<file path="src/rtl/wb_arb2_ctrl_pkg.sv">
// wb_arb2_ctrl_pkg: shared state/grant encodings and width helper for the
// two-master Wishbone arbiter and its outstanding-strobe counter.
package wb_arb2_ctrl_pkg;

    typedef enum logic [2:0] {
        ARB_IDLE,
        ARB_GNT0,
        ARB_GNT1,
        ARB_DRN0,
        ARB_DRN1
    } arb_state_t;

    localparam logic [1:0] GRANT_NONE = 2'b00;
    localparam logic [1:0] GRANT_M0   = 2'b01;
    localparam logic [1:0] GRANT_M1   = 2'b10;

    function automatic int clog2(input int v);
        int r;
        r = 0;
        while ((1 << r) < v) r++;
        return r;
    endfunction

endpackage

</file>
<file path="src/rtl/wb_outstanding_ctr.sv">
// wb_outstanding_ctr: up/down count of accepted-but-unanswered strobes,
// saturating at 0 and MAXOUT; cnt_next exposes the post-update value.
module wb_outstanding_ctr
    import wb_arb2_ctrl_pkg::*;
#(
    parameter int MAXOUT = 16,
    parameter int CW     = clog2(MAXOUT + 1)
) (
    input  logic          clk,
    input  logic          rst_n,
    input  logic          inc,
    input  logic          dec,
    output logic [CW-1:0] cnt,
    output logic [CW-1:0] cnt_next,
    output logic          full
);

    localparam logic [CW-1:0] MAX = CW'(MAXOUT);

    assign full = (cnt == MAX);

    always_comb begin
        cnt_next = (inc && !dec && !full)         ? cnt + 1'b1 :
                   (dec && !inc && cnt != '0)     ? cnt - 1'b1 : cnt;
    end

    always_ff @(posedge clk or negedge rst_n) begin
        if (!rst_n) cnt <= '0;
        else        cnt <= cnt_next;
    end

endmodule

</file>
<file path="src/rtl/wb_arb2_ctrl.sv">
// wb_arb2_ctrl: two-master to one-slave pipelined Wishbone arbiter; holds the
// grant for a whole master cycle including the drain of outstanding acks.
module wb_arb2_ctrl
    import wb_arb2_ctrl_pkg::*;
#(
    parameter int ADDRBITS = 26,
    parameter int DATABITS = 16,
    parameter int MAXOUT   = 16,
    parameter bit RR       = 1'b1
) (
    input  logic                clk_i,
    input  logic                reset_ni,
    input  logic                m0_cyc_i,
    input  logic                m0_stb_i,
    input  logic                m0_we_i,
    input  logic [ADDRBITS-1:0] m0_adr_i,
    input  logic [DATABITS-1:0] m0_dat_i,
    output logic                m0_ack_o,
    output logic                m0_err_o,
    output logic                m0_stall_o,
    output logic [DATABITS-1:0] m0_dat_o,
    input  logic                m1_cyc_i,
    input  logic                m1_stb_i,
    input  logic                m1_we_i,
    input  logic [ADDRBITS-1:0] m1_adr_i,
    input  logic [DATABITS-1:0] m1_dat_i,
    output logic                m1_ack_o,
    output logic                m1_err_o,
    output logic                m1_stall_o,
    output logic [DATABITS-1:0] m1_dat_o,
    output logic                s_cyc_o,
    output logic                s_stb_o,
    output logic                s_we_o,
    output logic [ADDRBITS-1:0] s_adr_o,
    output logic [DATABITS-1:0] s_dat_o,
    input  logic                s_ack_i,
    input  logic                s_err_i,
    input  logic                s_stall_i,
    input  logic [DATABITS-1:0] s_dat_i,
    output logic [1:0]          grant_o,
    output logic                busy_o
);

    localparam int CW = clog2(MAXOUT + 1);

    arb_state_t    state, state_next;
    logic          last_m1, last_m1_next;
    logic          own0, own1, gnt, drn, full;
    logic          o_cyc, o_stb;
    logic [CW-1:0] cnt, cnt_next;

    assign own0  = (state == ARB_GNT0) || (state == ARB_DRN0);
    assign own1  = (state == ARB_GNT1) || (state == ARB_DRN1);
    assign gnt   = (state == ARB_GNT0) || (state == ARB_GNT1);
    assign drn   = (state == ARB_DRN0) || (state == ARB_DRN1);
    assign o_cyc = own1 ? m1_cyc_i : m0_cyc_i;
    assign o_stb = own1 ? m1_stb_i : m0_stb_i;

    assign s_cyc_o = drn || (gnt && o_cyc);
    assign s_stb_o = gnt && o_stb && !full;
    assign s_we_o  = own1 ? m1_we_i  : m0_we_i;
    assign s_adr_o = own1 ? m1_adr_i : m0_adr_i;
    assign s_dat_o = own1 ? m1_dat_i : m0_dat_i;

    assign m0_ack_o   = own0 && s_ack_i;
    assign m0_err_o   = own0 && s_err_i;
    assign m1_ack_o   = own1 && s_ack_i;
    assign m1_err_o   = own1 && s_err_i;
    assign m0_stall_o = (state != ARB_GNT0) || s_stall_i || full;
    assign m1_stall_o = (state != ARB_GNT1) || s_stall_i || full;
    assign m0_dat_o   = s_dat_i;
    assign m1_dat_o   = s_dat_i;

    assign grant_o = own0 ? GRANT_M0 : own1 ? GRANT_M1 : GRANT_NONE;
    assign busy_o  = (state != ARB_IDLE);

    wb_outstanding_ctr #(.MAXOUT(MAXOUT), .CW(CW)) u_ctr (
        .clk      (clk_i),
        .rst_n    (reset_ni),
        .inc      (s_stb_o && !s_stall_i),
        .dec      (s_ack_i || s_err_i),
        .cnt      (cnt),
        .cnt_next (cnt_next),
        .full     (full)
    );

    // On exit the other master takes over if it is waiting; otherwise the
    // current master may resume if it re-raised cyc during the drain.
    always_comb begin
        state_next   = state;
        last_m1_next = last_m1;
        case (state)
            ARB_IDLE: begin
                if (m0_cyc_i && (!m1_cyc_i || !RR || last_m1)) state_next = ARB_GNT0;
                else if (m1_cyc_i)                             state_next = ARB_GNT1;
            end
            ARB_GNT0, ARB_DRN0: begin
                if ((drn || !m0_cyc_i) && cnt_next == '0) begin
                    state_next   = m1_cyc_i ? ARB_GNT1 : m0_cyc_i ? ARB_GNT0 : ARB_IDLE;
                    last_m1_next = 1'b0;
                end else if (!m0_cyc_i || drn) begin
                    state_next = ARB_DRN0;
                end
            end
            ARB_GNT1, ARB_DRN1: begin
                if ((drn || !m1_cyc_i) && cnt_next == '0) begin
                    state_next   = m0_cyc_i ? ARB_GNT0 : m1_cyc_i ? ARB_GNT1 : ARB_IDLE;
                    last_m1_next = 1'b1;
                end else if (!m1_cyc_i || drn) begin
                    state_next = ARB_DRN1;
                end
            end
            default: state_next = ARB_IDLE;
        endcase
    end

    always_ff @(posedge clk_i or negedge reset_ni) begin
        if (!reset_ni) begin
            state   <= ARB_IDLE;
            last_m1 <= 1'b1;
        end else begin
            state   <= state_next;
            last_m1 <= last_m1_next;
        end
    end

endmodule

</file>
<file path="config.mk">
export PLATFORM = sky130hd
export DESIGN_NAME = wb_arb2_ctrl
export DESIGN_NICKNAME = d
export VERILOG_FILES = /design/src/rtl/wb_arb2_ctrl_pkg.sv /design/src/rtl/wb_outstanding_ctr.sv /design/src/rtl/wb_arb2_ctrl.sv
export SDC_FILE = /design/constraint.sdc
export NUM_CORES = 1
export LEC_CHECK = 0
export CAP_MARGIN = 20
export CORE_UTILIZATION = 28
export DETAILED_ROUTE_END_ITERATION = 10
export PLACE_DENSITY = 0.86
export SLEW_MARGIN = 20
export SYNTH_ARGS = -nofsm -noshare
export SYNTH_HDL_FRONTEND = slang
export SYNTH_SLANG_ARGS = --single-unit
</file>
<file path="constraint.sdc">
create_clock -name clk_i -period 4.1 [get_ports clk_i]
set_input_delay 0.82 -clock clk_i [delete_from_list [all_inputs] [get_ports clk_i]]
set_output_delay 0.82 -clock clk_i [all_outputs]
set_load 0.02 [all_outputs]
</file>
## Word-level counts from Yosys, hierarchy flattened

Cells that the tools add are included.
W data, S select, Z words.

- Add/sub/neg operators: 2
- $mul: 0
- Div/mod/pow operators: 0
- Order comparisons: 0
- Equality and inequality tests: 12
- Shift-type cells: 0
- Multiplexer cells: 23
- Bitwise operators: 0
- Reductions and logical operators: 43

Operators by type and width:

| kind | count |
|---|---|
| $mux W26 | 1 |
| $mux W3 | 6 |
| $mux W16 | 1 |
| $logic_and A1 B1 Y1 | 15 |
| $logic_or A1 B1 Y1 | 13 |
| $mux W2 | 5 |
| $mux W5 | 2 |
| $ne A3 B3 Y1 const B | 3 |
| $pmux W3 S3 | 1 |
| $eq A3 B2 Y1 const B | 2 |
| $logic_not A1 Y1 | 6 |
| $mux W1 | 6 |
| $reduce_and A3 Y1 | 2 |
| $add A5 B1 Y5 const B | 1 |
| $eq A5 B5 Y1 const B | 1 |
| $logic_not A5 Y1 | 1 |
| $reduce_bool A5 Y1 | 1 |
| $sub A5 B1 Y5 const B | 1 |
| $ne A2 B2 Y1 const B | 2 |
| $reduce_or A2 Y1 | 2 |
| $eq A3 B1 Y1 const B | 1 |
| $eq A3 B3 Y1 const B | 1 |
| $logic_not A3 Y1 | 1 |
| $ne A3 B1 Y1 const B | 1 |
| other kinds (4) | 4 |

- Bits in registers: 9
- Bits in latches: 0
- RAM bits: 0
- Memory bits (read-only): 0
- Input bits: 111
- Memories kept: 0

## Depth between registers and ports, before layout

Gate-level depths: netlist of run 1.

- Word-level depth: 15
- Depth in mapped cells: 10

## Cells and area by module

Synthesis of run 1 repeated with hierarchy kept, for this count alone.

- Cells, all modules: 185
- Area total of the unflattened synthesis: 1642.8 um^2

Modules (own cells, without submodules):

| module | instances | cells an instance | area an instance (um^2) | sequential area each (um^2) |
|---|---|---|---|---|
| wb_arb2_ctrl | 1 | 143 | 1232.4 | 101.3 |
| wb_outstanding_ctr | 1 | 42 | 410.4 | 125.1 |

## Least setup slack after synthesis of run 1

No wires, ideal clock.

- Path type: reg-to-output
- Start point: register state[0]
- End point: output port s_dat_o[10]
- Arrival: 1.959 ns
- Slack: 1.321 ns
- Cell stages (with the launch flop): 5
- Cell sequence: dfrtp_1 clkbuf_1 nor2_1 clkbuf_1 mux2_2

- Cells in the longest elaborated chain, start to end: 3
- Elaborated cells on any way between the ends: 4
- Classes of those cells: eq/ne (2); mux (1); reduce/logical (1)

RTL lines:

| what | line | source |
|---|---|---|
| start: declaration | wb_arb2_ctrl.sv:46 | `arb_state_t state, state_next;` |
| start signal: assignment | wb_arb2_ctrl.sv:122 | `state <= state_next;` |
| $eq A3 B2 Y1 / $eq A3 B3 Y1 (equally long branches) | wb_arb2_ctrl.sv:53 | `assign own1 = (state == ARB_GNT1) \|\| (state == ARB_DRN1);` |
| $logic_or A1 B1 Y1 * | wb_arb2_ctrl.sv:53 |  |
| $mux W16 * | wb_arb2_ctrl.sv:63 | `assign s_dat_o = own1 ? m1_dat_i : m0_dat_i;` |
| end: declaration | wb_arb2_ctrl.sv:35 | `output logic [DATABITS-1:0] s_dat_o,` |

Mark *: on every way between the ends. The rest lies on a longest branch, timed or not.

## Final worst setup path of run 1

- Start point: register state[1]
- End point: output port s_dat_o[7]

The elaborated chain is that of the path after synthesis.

==> results of run 1 <==
-- metrics by stage --
step	cells	hold slack (ns)	utilization	worst slack [ns]	total power, W
after floorplan	168	0.502	-	1.32	0.00126
after global placement	347	0.518	0.550	0.770	0.00190
after detailed placement	347	0.526	0.550	0.660	0.00192
after CTS	351	0.532	0.559	0.675	0.00204
after global routing	351	0.563	0.559	0.569	0.00214
final	351	0.532	0.559	0.684	0.00202
-- cells in the final DEF, fill, tap and decap left out, types with 2 or more instances in the layout --
master           count
mux2i_1              2
mux2_2              44
a211oi_1             2
ha_1                 3
o21ai_0              6
dfrtp_1              8
a21oi_1              3
and2_1               4
nand2_1              2
nand3b_1             2
xnor2_1              4
clkdlybuf4s50_1    148
nand3_1              4
nor2_1               8
nor3_1               2
inv_1                7
clkbuf_8             3
nor4_4               2
a21oi_2              2
-- final cells by class --
class / count / share of cell area
repair buffers: 149 / 0.513
well taps: 70 / 0.0299
clock buffers: 3 / 0.0141
inverters: 7 / 0.00898
clock inverters: 1 / 0.00171
flip-flops and latches: 9 / 0.0774
multi-input cells: 112 / 0.355
-- worst max-delay path by stage --
stage | cells past startpoint | slack [ns] | end | from
finish | 5 | 0.68 | s_dat_o[7] | state[1]
global route | 5 | 0.57 | s_dat_o[6] | state[1]
detailed placement | 9 | 0.66 | state[1] | s_err_i
floorplan | 4 | 1.32 | s_dat_o[10] | state[0]
global placement | 9 | 0.77 | state[1] | s_err_i
CTS | 5 | 0.68 | s_dat_o[6] | state[1]
-- cells in the mapped netlist (3+ instances only) --
cell / count
dfrtp_1: 8
and2_1: 4
mux2_2: 44
o21ai_0: 6
buf_4: 34
ha_1: 3
xnor2_1: 4
inv_1: 7
nand3_1: 4
a21oi_1: 3
clkbuf_1: 5
nor2_1: 9
-- worst reg2reg max path, delay by kind of cell, from the launching register on --
kind,cells,cell delay [ns]
adders and majority gates,1,0.19
and+or+nand+nor,3,1.23
xor gates and xnor gates,1,0.19
DFF,1,0.45
buffers and inverters,1,0.11
AOI/OAI and AO/OA,4,0.66
-- metal layers --
metal  up-vias  routed length (µm)  global-route usage
met5         -                   0                   0
met1       751                2360               0.231
met2        84                2840               0.338
li1        800                   -                   -
met3         5                 320              0.0214
met4         0                  38              0.0404
-- power groups by stage --
stage	clock, W	combinational (W)	sequential, W
after detailed placement	0	0.00170	0.000223
after floorplan	0	0.00109	0.000174
after CTS	0.000105	0.00171	0.000221
final	0.000103	0.00170	0.000223
after global placement	0	0.00169	0.000217
after global routing	0.000112	0.00179	0.000232
-- state kept, by name (all words and copies together), names as in the netlist --
name       cells
last_m1        1
state          3
u_ctr.cnt      5
-- cell families (layout without fill, tap and decap cells) --
logic type | count (synthesis) | after routing | synth area share
AO/OA/AOI/OAI | 25 | 25 | 0.128
XOR/XNOR | 4 | 4 | 0.0223
adder cells (fa/ha/maj) | 3 | 3 | 0.0239
buffers and inverters | 47 | 160 | 0.199
flip-flops | 9 | 9 | 0.144
multiplexers | 46 | 46 | 0.329
AND/OR/NAND/NOR | 34 | 34 | 0.153
==> impl_metrics.env, run 1 <==
export IMPL_status="finished clean"
export IMPL_seqPwrFrac=0.110
export IMPL_slew_headroom=0.647
export IMPL_antenna_found_initial=0
export IMPL_nFillCells=473
export IMPL_syn_avg_cell_area_um2=9.33
export IMPL_critPathArrivalTime_ns=2.60
export IMPL_dr_total_vias=1640
export IMPL_synth_distinct_cells=42
export IMPL_place_area_um2=2880
export IMPL_hold_path_end="last_m1"
export IMPL_p_switching_w=0.000938
export IMPL_clkPwrFrac=0.051
export IMPL_synth_area_leaders="mux2_2 (32%), buf_4 (16%), dfrtp_1 (13%), nor4_4 (2.7%), ha_1 (2.4%)"
export IMPL_crit_type="reg -> out"
export IMPL_cts_root_buf="clkbuf_8"
export IMPL_hpwl_um=4780
export IMPL_whs_path_depth=2
export IMPL_p_int_w=0.00108
export IMPL_cts_repair_resized=0
export IMPL_crit_family="buffers and inverters"
export IMPL_cap_violations=0
export IMPL_synth_edf_count=0
export IMPL_worst_hold_startpoint="last_m1"
export IMPL_ys_seq_area_frac=0.144
export IMPL_path_max_fanout=29
export IMPL_ant_nets=0
export IMPL_dr_first_iter_drc_count=42
export IMPL_end_kind="output port"
export IMPL_synthArstFlopShare=1.00
export IMPL_finish_instance_area_um2=2930
export IMPL_routed_via_density=4.67
export IMPL_cpPeakStageDelay_ns=0.58
export IMPL_synthCells=168
export IMPL_wire_per_inst_um=15.8
export IMPL_synth_area_um2=1570
export IMPL_cts_setup_buffers=0
export IMPL_timing_reg2reg_setup_slack_ns=1.17
export IMPL_ios=197
export IMPL_clock_latency_ns=0.23
export IMPL_rows=26
export IMPL_fin_nets=396
export IMPL_cts_tree="yes"
export IMPL_r2r_end="state[1]"
export IMPL_grt_pass1_vias=1732
export IMPL_crit_required_ns=3.28
export IMPL_final_setup_tns_ns=0
export IMPL_hold_viol=0
export IMPL_cts_max_level=1
export IMPL_worstRegToRegCells=10
export IMPL_power_switching_share=0.464
export IMPL_grt_use_total=0.186
export IMPL_cts_buffers=3
export IMPL_grt_ovfl_total=0
export IMPL_yosys_most_used_dff="dfrtp_1"
export IMPL_core_area_um2=5240
export IMPL_max_vdd_ir_drop_mv=0.539
export IMPL_timing_rr_start="u_ctr.cnt[0]"
export IMPL_p_per_area_nw_per_um2=691
export IMPL_yosysTopAreaCellShare=0.316
export IMPL_clockBufferDepth=2
export IMPL_grt_first_pass_wirelength_um=8780
export IMPL_die_y_um=76.8
export IMPL_fin_crit_sh=0.833
export IMPL_drt_wl_total_um=5550
export IMPL_die_area_um2=5900
export IMPL_die_width_um=76.8
export IMPL_gp_congestion=0.830
export IMPL_clock_skew_ns=0.00344
export IMPL_p_comb_frac=0.839
export IMPL_fin_crit_ns=3.42
export IMPL_n_antenna_cell=0
export IMPL_area_growth_pct=86.6
export IMPL_leakagePower_nw=1.09
export IMPL_multi_input_area_um2=1040
export IMPL_tightest_slew_ns=0.528
export IMPL_crit_chain="xnor2_1 -> nor2_4 -> buf_12 -> mux2_2 -> clkdlybuf4s50_1"
export IMPL_yosysWarnings=0
export IMPL_cp_start_kind="flop"
export IMPL_synth_top_area_cell="mux2_2"
export IMPL_portBuffers=148
export IMPL_timing_fmax_ghz=0.293
export IMPL_drtPass1Iterations=4
export IMPL_start_util=0.299
export IMPL_rsz0062_at_grt="no"
export IMPL_worst_path_buf_inv=2
export IMPL_drc=0
export IMPL_cts_sinks=9
export IMPL_ctsHoldBuffers=0
export IMPL_synth_seq_cells=9
export IMPL_clk_pin_slew_ns=0.05
export IMPL_hp_class="reg -> reg"
export IMPL_slew_viol_final=0
export IMPL_drive_gt1_frac=0.228
export IMPL_grt_max_degree=30
export IMPL_critPathSlowestCell="clkdlybuf4s50_1"
export IMPL_setup_viol=0
export IMPL_synthesis_nets=282
export IMPL_final_seq_area_um2=226
Power figures use the tool's default switching activity.
==> inputs of run 2 (changes only) <==
Settings changed: CORE_UTILIZATION 28 to 26, PLACE_DENSITY 0.86 to 0.8.
Clock period 4.1 ns to 3.3 ns, I/O delays scaled along.
==> impl_metrics.env, run 2 (synthesis results as in run 1) <==
export IMPL_critPathSlowestCell="clkdlybuf4s50_1"
export IMPL_clockBufferDepth=2
export IMPL_ios=197
export IMPL_grt_first_pass_wirelength_um=7670
export IMPL_cp_start_kind="flop"
export IMPL_tightest_slew_ns=0.466
export IMPL_cts_tree="yes"
export IMPL_dr_first_iter_drc_count=29
export IMPL_critPathArrivalTime_ns=2.38
export IMPL_area_growth_pct=86.8
export IMPL_rsz0062_at_grt="no"
export IMPL_gp_congestion=0.872
export IMPL_rows=27
export IMPL_layout_setup_ws_ns=0.260
export IMPL_cap_violations=0
export IMPL_leakagePower_nw=1.10
export IMPL_clock_latency_ns=0.24
export IMPL_grt_pass1_vias=1589
export IMPL_max_vdd_ir_drop_mv=0.463
export IMPL_end_kind="output port"
export IMPL_dr_total_vias=1632
export IMPL_n_antenna_cell=0
export IMPL_pre_cts_ws_ns=0.231
export IMPL_crit_chain="xnor2_1 -> nor2_4 -> buf_4 -> mux2_2 -> clkdlybuf4s50_1"
export IMPL_core_area_um2=5640
export IMPL_path_max_fanout=31
export IMPL_clk_pin_slew_ns=0.05
export IMPL_fin_crit_ns=3.04
export IMPL_drive_gt1_frac=0.230
export IMPL_slew_viol_final=0
export IMPL_crit_required_ns=2.64
export IMPL_fin_crit_sh=0.921
export IMPL_largest_reg_flops=5
export IMPL_layout_commonest_cell="clkdlybuf4s50_1"
export IMPL_cts_root_buf="clkbuf_8"
export IMPL_grt_max_degree=32
export IMPL_fin_cells=355
export IMPL_status="finished clean"
export IMPL_place_area_um2=2880
export IMPL_hp_class="reg -> reg"
export IMPL_routed_via_density=4.60
export IMPL_die_width_um=79.7
export IMPL_cpPeakStageDelay_ns=0.59
export IMPL_layout_common_cells="clkdlybuf4s50_1 (148), mux2_2 (44), nor2_1 (8), dfrtp_1 (8), inv_1 (7)"
export IMPL_wire_per_inst_um=14.5
export IMPL_final_setup_tns_ns=0
export IMPL_die_area_um2=6340
export IMPL_reg_largest_list="u_ctr.cnt (5), state (3), last_m1 (1)"
export IMPL_hpwl_um=4320
export IMPL_grt_ovfl_total=0
export IMPL_ctsHoldBuffers=0
export IMPL_nFillCells=496
export IMPL_grt_use_total=0.155
export IMPL_drt_wl_total_um=5160
export IMPL_drc=0
export IMPL_die_y_um=79.7
export IMPL_setup_viol=0
export IMPL_p_per_area_nw_per_um2=845
export IMPL_cts_sinks=9
export IMPL_portBuffers=148
export IMPL_clock_skew_ns=0.00527
export IMPL_cts_repair_resized=0
export IMPL_crit_type="reg -> out"
export IMPL_antenna_found_initial=0
export IMPL_drtPass1Iterations=4
export IMPL_cts_setup_buffers=0
export IMPL_hold_viol=0
export IMPL_cts_buffers=3
export IMPL_timing_fmax_ghz=0.329
export IMPL_fin_nets=398
export IMPL_top_register="u_ctr.cnt"
export IMPL_whs_ns=0.534
export IMPL_slew_headroom=0.689
export IMPL_dp_cells=351
export IMPL_finish_instance_area_um2=2930
export IMPL_start_util=0.278
export IMPL_cts_max_level=1
export IMPL_ant_nets=0
==> run 2: worst paths after layout <==
check,from,end,slack [ns],cells past startpoint
worst max-delay path,state[1],s_adr_o[1],0.26,5
worst min-delay path,last_m1,last_m1,0.53,2
worst max register to register,u_ctr.cnt[0],state[1],0.59,10
worst min register to register,last_m1,last_m1,0.53,2
max in group asynchronous,reset_ni,last_m1,2.24,1
min in group asynchronous,reset_ni,u_ctr.cnt[1],0.72,1
==> run 2: critical path, delay by kind of cell, from the launching register on <==
kind                   cells  cell delay, ns
multiplexers               1            0.38
flip-flops                 1            0.50
buffers and inverters      2            0.94
XOR/XNOR                   1            0.21
AND/OR/NAND/NOR            1            0.10
==> run 2: final cells by class <==
| class | count | area (µm²) | area share |
|---|---|---|---|
| timing repair buffer | 151 | 1500 | 0.513 |
| multi-input combinational | 112 | 1040 | 0.354 |
| sequential | 9 | 226 | 0.0773 |
| tap | 72 | 90.1 | 0.0308 |
| clock buffer | 4 | 45.0 | 0.0154 |
| inverter | 7 | 26.3 | 0.00897 |
==> run 2: stage by stage <==
stage | total power (W) | util
2_1_floorplan | 0.00157 | -
3_3_place_gp | 0.00233 | 0.511
3_5_place_dp | 0.00234 | 0.511
4_1_cts | 0.00249 | 0.519
5_1_grt | 0.00261 | 0.519
6_report | 0.00248 | 0.519
==> run 2: power breakdown <==
| part | switching (W) | internal [W] |
|---|---|---|
| combinational | 0.000975 | 0.00109 |
| clock | 0.0000522 | 0.0000849 |
| sequential | 0.000109 | 0.000166 |
| total | 0.00114 | 0.00134 |
==> run 2: per-layer routing <==
metal	global-route usage	vias to the layer above	share of wire
met4	0.0600	0	0.016
li1	-	804	-
met3	0.0526	9	0.086
met5	0	-	0
met1	0.178	738	0.40
met2	0.262	81	0.49
==> inputs of run 3 (changes only) <==
Settings changed: CORE_UTILIZATION 26 to 24, PLACE_DENSITY 0.8 to 0.84.
Clock period 3.3 ns to 2.5 ns, I/O delays scaled along.
==> impl_metrics.env, run 3 (synthesis results as in run 1) <==
export IMPL_routed_via_density=4.66
export IMPL_end_kind="flop"
export IMPL_hpwl_um=5220
export IMPL_ios=197
export IMPL_layout_commonest_cell="clkdlybuf4s50_1"
export IMPL_pre_cts_ws_ns=-0.375
export IMPL_hp_class="reg -> reg"
export IMPL_rows=29
export IMPL_clockBufferDepth=2
export IMPL_nFillCells=587
export IMPL_drive_gt1_frac=0.346
export IMPL_n_antenna_cell=0
export IMPL_leakagePower_nw=1.42
export IMPL_grt_pass1_vias=1909
export IMPL_final_setup_tns_ns=-0.145
export IMPL_max_vdd_ir_drop_mv=0.781
export IMPL_area_growth_pct=108
export IMPL_largest_reg_flops=5
export IMPL_slew_viol_final=0
export IMPL_timing_fmax_ghz=0.379
export IMPL_critPathArrivalTime_ns=2.75
export IMPL_die_y_um=82.8
export IMPL_grt_max_degree=31
export IMPL_start_util=0.248
export IMPL_dr_total_vias=1827
export IMPL_top_register="u_ctr.cnt"
export IMPL_finalPower_w=0.00348
export IMPL_grt_ovfl_total=0
export IMPL_cap_violations=0
export IMPL_whs_ns=0.538
export IMPL_wire_per_inst_um=16.5
export IMPL_worstRegToRegCells=13
export IMPL_path_max_fanout=3
export IMPL_cts_tree="yes"
export IMPL_rsz0062_at_grt="yes"
export IMPL_layout_common_cells="clkdlybuf4s50_1 (92), dlygate4sd2_1 (48), mux2_2 (43), buf_4 (29), dfrtp_1 (8)"
export IMPL_layout_setup_ws_ns=-0.135
export IMPL_final_core_util=0.517
export IMPL_crit_type="reg -> reg"
export IMPL_timing_reg2reg_setup_slack_ns=-0.14
export IMPL_drc=0
export IMPL_reg_largest_list="u_ctr.cnt (5), state (3), last_m1 (1)"
export IMPL_setup_viol=2
export IMPL_fin_nets=430
export IMPL_clk_pin_slew_ns=0.05
export IMPL_portBuffers=148
export IMPL_tightest_slew_ns=0.427
export IMPL_grt_use_total=0.189
export IMPL_fin_crit_ns=2.64
export IMPL_cts_max_level=1
export IMPL_drt_wl_total_um=6490
export IMPL_grt_first_pass_wirelength_um=10400
export IMPL_gp_congestion=0.886
export IMPL_cts_sinks=9
export IMPL_hold_viol=0
export IMPL_ant_nets=0
export IMPL_cp_start_kind="flop"
export IMPL_violations="setup timing"
export IMPL_p_per_area_nw_per_um2=1070
export IMPL_cts_buffers=3
export IMPL_cts_root_buf="clkbuf_8"
export IMPL_dr_first_iter_drc_count=31
export IMPL_clock_skew_ns=0.00341
export IMPL_slew_headroom=0.715
export IMPL_whs_path_depth=2
export IMPL_die_width_um=82.8
export IMPL_antenna_found_initial=0
export IMPL_drtPass1Iterations=6
export IMPL_status="finished with violations"
export IMPL_die_area_um2=6860
export IMPL_clock_latency_ns=0.23
export IMPL_fin_crit_sh=1.05
export IMPL_crit_required_ns=2.62
export IMPL_core_area_um2=6310
==> run 3: path summary, 6_finish.rpt <==
path                              start           end
max                        u_ctr.cnt[1]      state[1]
max reg2reg                u_ctr.cnt[1]      state[1]
min reg2reg                     last_m1       last_m1
min in group asynchronous      reset_ni  u_ctr.cnt[3]
min                             last_m1       last_m1
max in group asynchronous      reset_ni       last_m1
==> run 3: per-layer routing <==
layer  global-route usage  routed length, µm  vias up  part of all wire
met3               0.0646                586       12             0.090
met2                0.331               3280      115              0.51
met4               0.0345                 89        0             0.014
met5                    0                  0        -                 0
li1                     -                  -      865                 -
met1                0.224               2530      835              0.39
==> run 3: power by group <==
part,total (W),switching [W],internal (W)
combinational,0.00300,0.00152,0.00148
sequential,0.000308,0.0000875,0.000221
clock,0.000171,0.0000594,0.000111
==> run 3: metrics by stage <==
step / instances / area, µm²
finish: 392 / 3260
global route: 392 / 3260
CTS: 388 / 3200
detailed placement: 372 / 3020
global placement: 372 / 3020
floorplan: 168 / 1570
==> run 3: area by class of cell <==
type,instances,area [µm²],share of cell area
multi-input combinational,112,1140,0.349
tap,77,96.3,0.0295
sequential,9,226,0.0694
timing repair buffer,183,1730,0.530
inverter,7,26.3,0.00806
clock buffer,4,45.0,0.0138
==> run 3: worst max-delay path, stage by stage, from the launching register on <==
cell,delay (ns)
dfrtp_1,0.38
inv_2,0.08
ha_4,0.14
nor3b_4,0.20
buf_4,0.14
and2_4,0.16
nor4_4,0.05
buf_4,0.15
buf_6,0.12
a221oi_4,0.27
a21oi_2,0.08
nor4_4,0.16
or4b_1,0.48
o311ai_1,0.11
==> run 3: repair_timing <==
item                       4_1_cts  5_1_grt
setup endpoints to repair       49        8
gates cloned                     0        0
hold buffers                     0        0
pin swaps                       13        4
setup buffers                   12        5
resized for setup               70       17
